### src/rtl/instr_mem_sync_pkg.sv
// Shared definitions for the synchronous instruction memory: FSM encodings,
// default bus widths and the word returned for faulted or unwritten fetches.
package instr_mem_sync_pkg;

    typedef enum logic {
        ST_RUN  = 1'b0,
        ST_PROG = 1'b1
    } state_e;

    localparam int unsigned DEFAULT_ADDR_W = 32;
    localparam int unsigned DEFAULT_DATA_W = 32;

    // All-zero word doubles as the NOP/fill pattern for the calculator core.
    localparam logic [31:0] NOP_WORD = 32'h0000_0000;

endpackage

### src/rtl/instr_mem_sync_if.sv
// Fetch and program-load bus between the fetch stage/loader (master) and the
// instruction memory (slave).
interface instr_mem_sync_if #(
    parameter int unsigned ADDR_W = 32,
    parameter int unsigned DATA_W = 32,
    parameter int unsigned CNT_W  = 7
);

    logic              fetch_req;
    logic [ADDR_W-1:0] fetch_addr;
    logic              fetch_ready;
    logic              fetch_valid;
    logic [DATA_W-1:0] fetch_data;
    logic              fetch_fault;

    logic              prog_start;
    logic              prog_done;
    logic              load_en;
    logic [ADDR_W-1:0] load_addr;
    logic [DATA_W-1:0] load_data;
    logic              load_err;
    logic [CNT_W-1:0]  load_count;
    logic              prog_mode;

    modport master (
        output fetch_req, fetch_addr, prog_start, prog_done,
               load_en, load_addr, load_data,
        input  fetch_ready, fetch_valid, fetch_data, fetch_fault,
               load_err, load_count, prog_mode
    );

    modport slave (
        input  fetch_req, fetch_addr, prog_start, prog_done,
               load_en, load_addr, load_data,
        output fetch_ready, fetch_valid, fetch_data, fetch_fault,
               load_err, load_count, prog_mode
    );

endinterface

### src/rtl/instr_mem_sync_imem_array.sv
// DEPTH x DATA_W storage with one write port and one registered read port.
// The read register only updates on a read enable, so it holds between fetches.
module imem_array #(
    parameter int unsigned DEPTH  = 64,
    parameter int unsigned DATA_W = 32,
    localparam int unsigned IDX_W = $clog2(DEPTH)
) (
    input  logic              clk_i,
    input  logic              we_i,
    input  logic [IDX_W-1:0]  waddr_i,
    input  logic [DATA_W-1:0] wdata_i,
    input  logic              re_i,
    input  logic [IDX_W-1:0]  raddr_i,
    output logic [DATA_W-1:0] rdata_o
);

    logic [DATA_W-1:0] mem_q [DEPTH];
    logic [DATA_W-1:0] rdata_q;

    always_ff @(posedge clk_i) begin
        if (we_i) begin
            mem_q[waddr_i] <= wdata_i;
        end
        if (re_i) begin
            rdata_q <= mem_q[raddr_i];
        end
    end

    assign rdata_o = rdata_q;

endmodule

### src/rtl/instr_mem_sync.sv
// Run-time loadable instruction memory: RUN serves one-cycle fetches with
// alignment/range faults, PROG accepts loader writes and counts them.
module instr_mem_sync
    import instr_mem_sync_pkg::*;
#(
    parameter int unsigned       ADDR_W    = DEFAULT_ADDR_W,
    parameter int unsigned       DATA_W    = DEFAULT_DATA_W,
    parameter int unsigned       DEPTH     = 64,
    parameter logic [DATA_W-1:0] FILL_WORD = DATA_W'(NOP_WORD)
) (
    input logic             clk,
    input logic             reset,
    instr_mem_sync_if.slave imem_bus
);

    localparam int unsigned      IDX_W     = $clog2(DEPTH);
    localparam int unsigned      CNT_W     = IDX_W + 1;
    localparam logic [CNT_W-1:0] COUNT_MAX = CNT_W'(DEPTH);

    state_e           state_q, state_d;
    logic             fetchValid_q, fetchValid_d;
    logic             fetchFault_q, fetchFault_d;
    logic             useFill_q, useFill_d;
    logic             loadErr_q, loadErr_d;
    logic [CNT_W-1:0] loadCount_q, loadCount_d;

    logic              fetchAccept;
    logic              fetchBad;
    logic              loadGood;
    logic              ramRead;
    logic [DATA_W-1:0] ramRdata;

    // Anything at or above DEPTH*4 has a nonzero bit above the word index.
    assign fetchBad = (imem_bus.fetch_addr[1:0] != 2'b00)
                   || ((imem_bus.fetch_addr >> (IDX_W + 2)) != '0);

    assign fetchAccept = imem_bus.fetch_req && (state_q == ST_RUN);
    assign ramRead     = fetchAccept && !fetchBad;

    assign loadGood = imem_bus.load_en
                   && (state_q == ST_PROG)
                   && (imem_bus.load_addr[1:0] == 2'b00)
                   && ((imem_bus.load_addr >> (IDX_W + 2)) == '0);

    always_comb begin
        state_d      = state_q;
        loadCount_d  = loadCount_q;
        fetchValid_d = fetchAccept;
        fetchFault_d = fetchAccept && fetchBad;
        useFill_d    = fetchAccept ? fetchBad : useFill_q;
        loadErr_d    = imem_bus.load_en && !loadGood;

        if (state_q == ST_RUN) begin
            if (imem_bus.prog_start) begin
                state_d     = ST_PROG;
                loadCount_d = '0;
            end
        end else begin
            if (imem_bus.prog_done) begin
                state_d = ST_RUN;
            end
            if (loadGood && (loadCount_q != COUNT_MAX)) begin
                loadCount_d = loadCount_q + 1'b1;
            end
        end
    end

    // useFill_q comes out of reset set so fetch_data shows FILL_WORD before any read.
    always_ff @(posedge clk or posedge reset) begin
        if (reset) begin
            state_q      <= ST_RUN;
            fetchValid_q <= 1'b0;
            fetchFault_q <= 1'b0;
            useFill_q    <= 1'b1;
            loadErr_q    <= 1'b0;
            loadCount_q  <= '0;
        end else begin
            state_q      <= state_d;
            fetchValid_q <= fetchValid_d;
            fetchFault_q <= fetchFault_d;
            useFill_q    <= useFill_d;
            loadErr_q    <= loadErr_d;
            loadCount_q  <= loadCount_d;
        end
    end

    imem_array #(
        .DEPTH  (DEPTH),
        .DATA_W (DATA_W)
    ) u_array (
        .clk_i   (clk),
        .we_i    (loadGood),
        .waddr_i (imem_bus.load_addr[IDX_W+1:2]),
        .wdata_i (imem_bus.load_data),
        .re_i    (ramRead),
        .raddr_i (imem_bus.fetch_addr[IDX_W+1:2]),
        .rdata_o (ramRdata)
    );

    assign imem_bus.fetch_ready = (state_q == ST_RUN);
    assign imem_bus.prog_mode   = (state_q == ST_PROG);
    assign imem_bus.fetch_valid = fetchValid_q;
    assign imem_bus.fetch_fault = fetchFault_q;
    assign imem_bus.fetch_data  = useFill_q ? FILL_WORD : ramRdata;
    assign imem_bus.load_err    = loadErr_q;
    assign imem_bus.load_count  = loadCount_q;

endmodule

### src/flat_wrapper.sv
// flat-port wrapper written by rule: the top's interface ports become plain ports
module instr_mem_sync_flat import instr_mem_sync_pkg::*;
#(
    parameter int unsigned       ADDR_W    = DEFAULT_ADDR_W,
    parameter int unsigned       DATA_W    = DEFAULT_DATA_W,
    parameter int unsigned       DEPTH     = 64,
    parameter logic [DATA_W-1:0] FILL_WORD = DATA_W'(NOP_WORD)
)
  (clk, reset, imem_bus_fetch_req, imem_bus_fetch_addr, imem_bus_prog_start, imem_bus_prog_done, imem_bus_load_en, imem_bus_load_addr, imem_bus_load_data, imem_bus_fetch_ready, imem_bus_fetch_valid, imem_bus_fetch_data, imem_bus_fetch_fault, imem_bus_load_err, imem_bus_load_count, imem_bus_prog_mode);
  instr_mem_sync_if #(.ADDR_W(ADDR_W), .DATA_W(DATA_W), .CNT_W((7))) imem_bus_i ();
  input logic clk;
  input logic reset;
  input wire logic [$bits(imem_bus_i.fetch_req)-1:0] imem_bus_fetch_req;
  input wire logic [$bits(imem_bus_i.fetch_addr)-1:0] imem_bus_fetch_addr;
  input wire logic [$bits(imem_bus_i.prog_start)-1:0] imem_bus_prog_start;
  input wire logic [$bits(imem_bus_i.prog_done)-1:0] imem_bus_prog_done;
  input wire logic [$bits(imem_bus_i.load_en)-1:0] imem_bus_load_en;
  input wire logic [$bits(imem_bus_i.load_addr)-1:0] imem_bus_load_addr;
  input wire logic [$bits(imem_bus_i.load_data)-1:0] imem_bus_load_data;
  output wire logic [$bits(imem_bus_i.fetch_ready)-1:0] imem_bus_fetch_ready;
  output wire logic [$bits(imem_bus_i.fetch_valid)-1:0] imem_bus_fetch_valid;
  output wire logic [$bits(imem_bus_i.fetch_data)-1:0] imem_bus_fetch_data;
  output wire logic [$bits(imem_bus_i.fetch_fault)-1:0] imem_bus_fetch_fault;
  output wire logic [$bits(imem_bus_i.load_err)-1:0] imem_bus_load_err;
  output wire logic [$bits(imem_bus_i.load_count)-1:0] imem_bus_load_count;
  output wire logic [$bits(imem_bus_i.prog_mode)-1:0] imem_bus_prog_mode;
  assign imem_bus_i.fetch_req = imem_bus_fetch_req;
  assign imem_bus_i.fetch_addr = imem_bus_fetch_addr;
  assign imem_bus_i.prog_start = imem_bus_prog_start;
  assign imem_bus_i.prog_done = imem_bus_prog_done;
  assign imem_bus_i.load_en = imem_bus_load_en;
  assign imem_bus_i.load_addr = imem_bus_load_addr;
  assign imem_bus_i.load_data = imem_bus_load_data;
  assign imem_bus_fetch_ready = imem_bus_i.fetch_ready;
  assign imem_bus_fetch_valid = imem_bus_i.fetch_valid;
  assign imem_bus_fetch_data = imem_bus_i.fetch_data;
  assign imem_bus_fetch_fault = imem_bus_i.fetch_fault;
  assign imem_bus_load_err = imem_bus_i.load_err;
  assign imem_bus_load_count = imem_bus_i.load_count;
  assign imem_bus_prog_mode = imem_bus_i.prog_mode;
  instr_mem_sync #(.ADDR_W(ADDR_W), .DATA_W(DATA_W), .DEPTH(DEPTH), .FILL_WORD(FILL_WORD)) u_core (.clk(clk), .reset(reset), .imem_bus(imem_bus_i));
endmodule
### config.mk
export PLATFORM = sky130hd
export DESIGN_NAME = instr_mem_sync_flat
export DESIGN_NICKNAME = d
export VERILOG_FILES = /design/src/rtl/instr_mem_sync_pkg.sv /design/src/rtl/instr_mem_sync_if.sv /design/src/rtl/instr_mem_sync_imem_array.sv /design/src/rtl/instr_mem_sync.sv /design/src/flat_wrapper.sv
export SDC_FILE = /design/constraint.sdc
export NUM_CORES = 2
export LEC_CHECK = 0
export CELL_PAD_IN_SITES_DETAIL_PLACEMENT = 0
export CELL_PAD_IN_SITES_GLOBAL_PLACEMENT = 1
export CORE_MARGIN = 1
export CORE_UTILIZATION = 50
export CTS_CLUSTER_SIZE = 10
export DETAILED_ROUTE_END_ITERATION = 16
export GPL_ROUTABILITY_DRIVEN = 0
export GPL_TIMING_DRIVEN = 0
export PLACE_DENSITY_LB_ADDON = 0.1
export SYNTH_ARGS = -nofsm -noshare
export SYNTH_HDL_FRONTEND = slang
export SYNTH_SLANG_ARGS = --single-unit
### constraint.sdc
create_clock -name clk -period 7.25 [get_ports clk]
set_clock_uncertainty 0.05 [all_clocks]
set_input_delay 1.45 -clock clk [delete_from_list [all_inputs] [get_ports clk]]
set_output_delay 1.45 -clock clk [all_outputs]
set_load 0.1 [all_outputs]
==> After elaboration in Yosys (flattened, before gate mapping) <==
Memory sizes are Yosys's and may differ from the RTL's. A register that Yosys moved wholly into a read port is not among the register bits.
Index checks and enable logic that the tools add are counted.
{ "classes": {"n_reduce_logical": 17, "bitwise_logic": 1, "multipliers": 0, "div_mod_pow": 0, "add_sub_neg": 1, "shift": 0, "magnitude_cmp": 0, "n_eq_ne": 2, "muxes": 9} }
{ "ops": {"columns": ["operator", "count"], "rows": [
  ["$logic_not 32->1", 1],
  ["$mux 32", 1],
  ["$reduce_bool 32->1", 1],
  ["$mux 7", 3],
  ["$logic_and 1x1->1", 8],
  ["$add 7x1->7 const B", 1],
  ["$ne 7x7->1 const B", 1],
  ["$mux 1", 5],
  ["$reduce_bool 2->1", 2],
  ["$logic_not 1->1", 2],
  ["$logic_not 2->1", 1],
  ["$ne 2x2->1 const B", 1],
  ["$reduce_and 2->1", 1],
  ["$logic_or 1x1->1", 1],
  ["$not 1->1", 1]
]} }
{ "word_totals": {"regBits": 12, "mem_bits_rw": 2048, "latchBits": 0, "elab_cells": 37, "output_inout_bits": 44, "in_bits": 102, "mem_bits_ro": 0, "memories": 1} }
{ "memory_table": {"columns": ["name", "words", "word_bits", "read_ports", "rd_ports_with_merged_regs", "write_ports", "line_no", "rtl"], "rows": [
  ["u_core.u_array.mem_q", 64, 32, 1, 1, 1, "instr_mem_sync_imem_array.sv:17", "logic [DATA_W-1:0] mem_q [DEPTH];"]
]} }

==> Depth between registers and ports, before layout <==
{ "depth": {"word_depth": 6, "mapped_depth": 10, "depth_no_buf": 6} }

==> Cells and area by module <==
A second synthesis with hierarchy kept.
{ "hier_totals": {"cells_unflattened": 3440, "area_unflattened_um2": 79787.8} }
{ "by_module_without_submodules": {"columns": ["mod", "instances", "cells_each", "area_each_um2", "seq_area_each_um2"], "rows": [
  ["imem_array", 1, 3324, 78835.6, 62459.9],
  ["instr_mem_sync", 1, 116, 952.2, 301.5]
]} }

==> Least setup slack after synthesis <==
No wires, ideal clock.
{ "synth_timing": {"kind": "input port to flip-flop", "start": "input port imem_bus_load_addr[14]", "end": "memory u_core.u_array.mem_q[30][0] (enable)", "setup_time_ps": 421, "setup_slack_ps": 2778, "arrival_ps": 4000, "required_ps": 6779, "path_buffers": 0, "cell_stages": 5, "cell_sequence": "nor4_1 -> nand4_1 -> nor3_1 -> nand3_1 -> nor2_1"} }
{ "synth_via": {"elab_chain_cells": 4} }
{ "synth_rtl": {"columns": ["element", "line_no", "rtl"], "rows": [
  ["from (decl)", "flat_wrapper.sv:18", "input wire logic [$bits(imem_bus_i.load_addr)-1:0] imem_bus_load_addr;"],
  ["$logic_not 32->1", "instr_mem_sync.sv:43", "&& ((imem_bus.load_addr >> (IDX_W + 2)) == '0);"],
  ["$logic_and 1x1->1", "instr_mem_sync.sv:43", null],
  ["$mux 1", "instr_mem_sync_imem_array.sv:21", "if (we_i) begin"],
  ["$mux 1 (not written as such)", "instr_mem_sync_imem_array.sv:22", "mem_q[waddr_i] <= wdata_i;"],
  ["to (decl)", "instr_mem_sync_imem_array.sv:17", null]
]} }
No other way between the ends.

==> Worst setup path after layout <==
{ "layout_timing": {"start": "input port imem_bus_load_addr[13]", "end": "memory u_core.u_array.mem_q[15][21] (enable)"} }
The elaborated chain is that of the path after synthesis.

==> metrics.txt <==
Layout area overhead=15.5%; Synth area leader=edfxtp_1; Initial DRT Pass Iterations=6; smallest hold slack=516 ps; leakage power=29.1 nW; vias in the first global route=41000; Combinational Power Share=0.056; pre-CTS WS=1330 ps; Core ar.=159000 um^2; Synth Flop Type=edfxtp_1; Max Freq=194 MHz; root buffer cell=clkbuf_16; Crit path required time=7720 ps; multi-input logic area=17100 um^2; Synth warnings=0; DR iter-0 viols=5978; CP max FO=17; DR vias/cell=6.64; status=complete, no violations; Cell variety after synth=48; kind of critical path=primary input to register; clock power share=0.403; Reg clk slew, reported paths=60 ps; worst vdd ir=0.278 mV; Tightest Pin Transition=1250 ps; # rows=146; # port buffers=138; fin util=0.584; post-DP HPWL=161 mm; PwrDens=265 nW/um^2; syn nets=3632; CTS tree=done; Pint=19.4 mW; htree depth=4; post-synthesis cell count=3528; Slew headroom=0.164; top-area cell type share of the netlist area=0.778; final cell count without fillers=6116; post-route ant nets=0; Setup crit start kind=primary input; Placed Instance Area=86800 um^2; Post-CTS Resized=0; Tot GR Track Use=0.295; Setup violations, final=0; Final period util=0.712; dpl cells=5839; number of buffers created by CTS=228; largest net degree at the start of global routing=61; RSZ-0062 raised after global routing=false; post-CTS setup buffer count=0; ranking of synthesized cells by area=edfxtp_1 78%, mux4_2 14%, mux2i_1 2.6%; Mapped Area=80300 um^2; wire per inst=38.9 um; sequential share of power=0.542; max-slew violations=0; fraction of layout cells with a size suffix above 1=0.267; Max Buffers Root-to-Sink=3; Hold Crit Class=register to register; Hold Vio Cnt, Final=0; post-synthesis sequential area ratio=0.781; Sw Share=0.211; Mean Syn Cell Area=22.8 um^2; Worst Setup Slack, final=2090 ps; DR vias=40600; Critical Path AT=5630 ps; synth cell count leaders=2080 x edfxtp_1, 495 x mux4_2, 205 x mux2i_1, 87 x nor2_1, 82 x buf_2; first-pass GRT wire length=325 mm; Overflow after GRT=0; DR DRC count=0; Total Power=24.6 mW; WL final=238 mm; initial antenna violation count=10; Yosys reg bits=2092; # nets final=4101; crit path time final=5160 ps; ys async rst share=0.00574; Starting Density=0.505; I/O pins=146; count leader, synth=edfxtp_1; Sw Pwr=5.18 mW; # hold bufs at CTS=0; Setup TNS Final=0 ps; max-cap violations=0; Die ar.=162000 um^2; Post-synth EDFFs=2080; Sink Count=2092; crit path capture type=register; post-route cell area=92700 um^2; Die Wd=403 um; fillers=11300; Die Ht=403 um; Worst-Skew Late Latency=830 ps; register area=62800 um^2
-- placed cells by master (no fill, tap or decap), drive strengths merged, types with 11 or more instances in the layout --
master,Yosys,layout
nand2,42,42
and2,19,19
mux2i,205,205
nor2b,50,50
dfrtp,11,11
o221ai,14,14
nand3b,16,16
o22ai,40,40
edfxtp,2080,2080
a21o,13,13
clkbuf,62,328
nor2,87,87
a31oi,13,13
nor4,15,15
clkdlybuf4s50,0,106
o211ai,13,13
a22oi,77,77
buf,128,261
mux2,25,25
nand3,20,20
o21ai,28,28
mux4,495,495
a21oi,14,14
-- state kept, by name, indices dropped and copies added, names as in the netlist --
name	flops
u_core.u_array.rdata_o	32
u_core.u_array.mem_q	2048
u_core.useFill_q	1
u_core.imem_bus.load_err	1
u_core.imem_bus.prog_mode	1
u_core.imem_bus.load_count	7
u_core.imem_bus.fetch_valid	1
u_core.imem_bus.fetch_fault	1
-- power groups by stage --
| stage | Combinational, mW | Clock (mW) | Sequential [mW] |
|---|---|---|---|
| after floorplan | 0.628 | 0 | 13.6 |
| final | 1.37 | 9.90 | 13.3 |
| after global placement | 1.28 | 0 | 13.6 |
| after detailed placement | 1.35 | 0 | 13.6 |
| after CTS | 1.36 | 10.0 | 13.3 |
| after global routing | 1.40 | 10.4 | 13.3 |
-- worst max-delay path: stages --
cell and delay (ps):
clkdlybuf4s50_1 400, nor4_1 330, nand4_1 390, nor3_1 820, nand3_1 890, nor2_4 1040
buf_16 250
-- cell type report --
type / count / area share
buffer: 190 / 0.0105
sequential: 2092 / 0.677
tap: 2072 / 0.0280
multi-input combinational: 1241 / 0.184
timing repair buffer: 239 / 0.0362
clock buffer: 266 / 0.0639
antenna: 4 / 0.000108
clock inverter: 7 / 0.000553
inverter: 5 / 0.000202
-- path summary, 6_finish.rpt --
check / to / slack (ps) / from / cells after the start
max in group asynchronous: u_core.useFill_q / 5900 / reset / 2
setup reg to reg: u_core.u_array.mem_q[15][21] / 2760 / u_core.imem_bus.prog_mode / 6
hold / removal: u_core.imem_bus.fetch_valid / 520 / u_core.imem_bus.prog_mode / 1
hold reg to reg: u_core.imem_bus.fetch_valid / 520 / u_core.imem_bus.prog_mode / 1
min in group asynchronous: u_core.imem_bus.fetch_fault / 890 / reset / 2
setup / recovery: u_core.u_array.mem_q[15][21] / 2090 / imem_bus_load_addr[13] / 7
-- cells by family after synthesis --
group                    count (synthesis)  share of synthesized area
flip-flops                            2092                      0.781
AO/OA/AOI/OAI                          238                     0.0206
XOR/XNOR                                 2                   0.000218
AND/OR/NAND/NOR                        274                     0.0174
adder cells (fa/ha/maj)                  2                   0.000311
buffers and inverters                  195                     0.0124
multiplexers                           725                      0.168
-- metal layers --
layer | part of all wire | vias to the layer above | track usage | wire length (um)
met5 | 0.00021 | - | 0 | 49
li1 | - | 15900 | - | -
met2 | 0.47 | 2433 | 0.460 | 112000
met1 | 0.39 | 21900 | 0.406 | 92500
met3 | 0.097 | 407 | 0.0673 | 23100
met4 | 0.042 | 8 | 0.119 | 9990
Power figures use the tool's default switching activity.
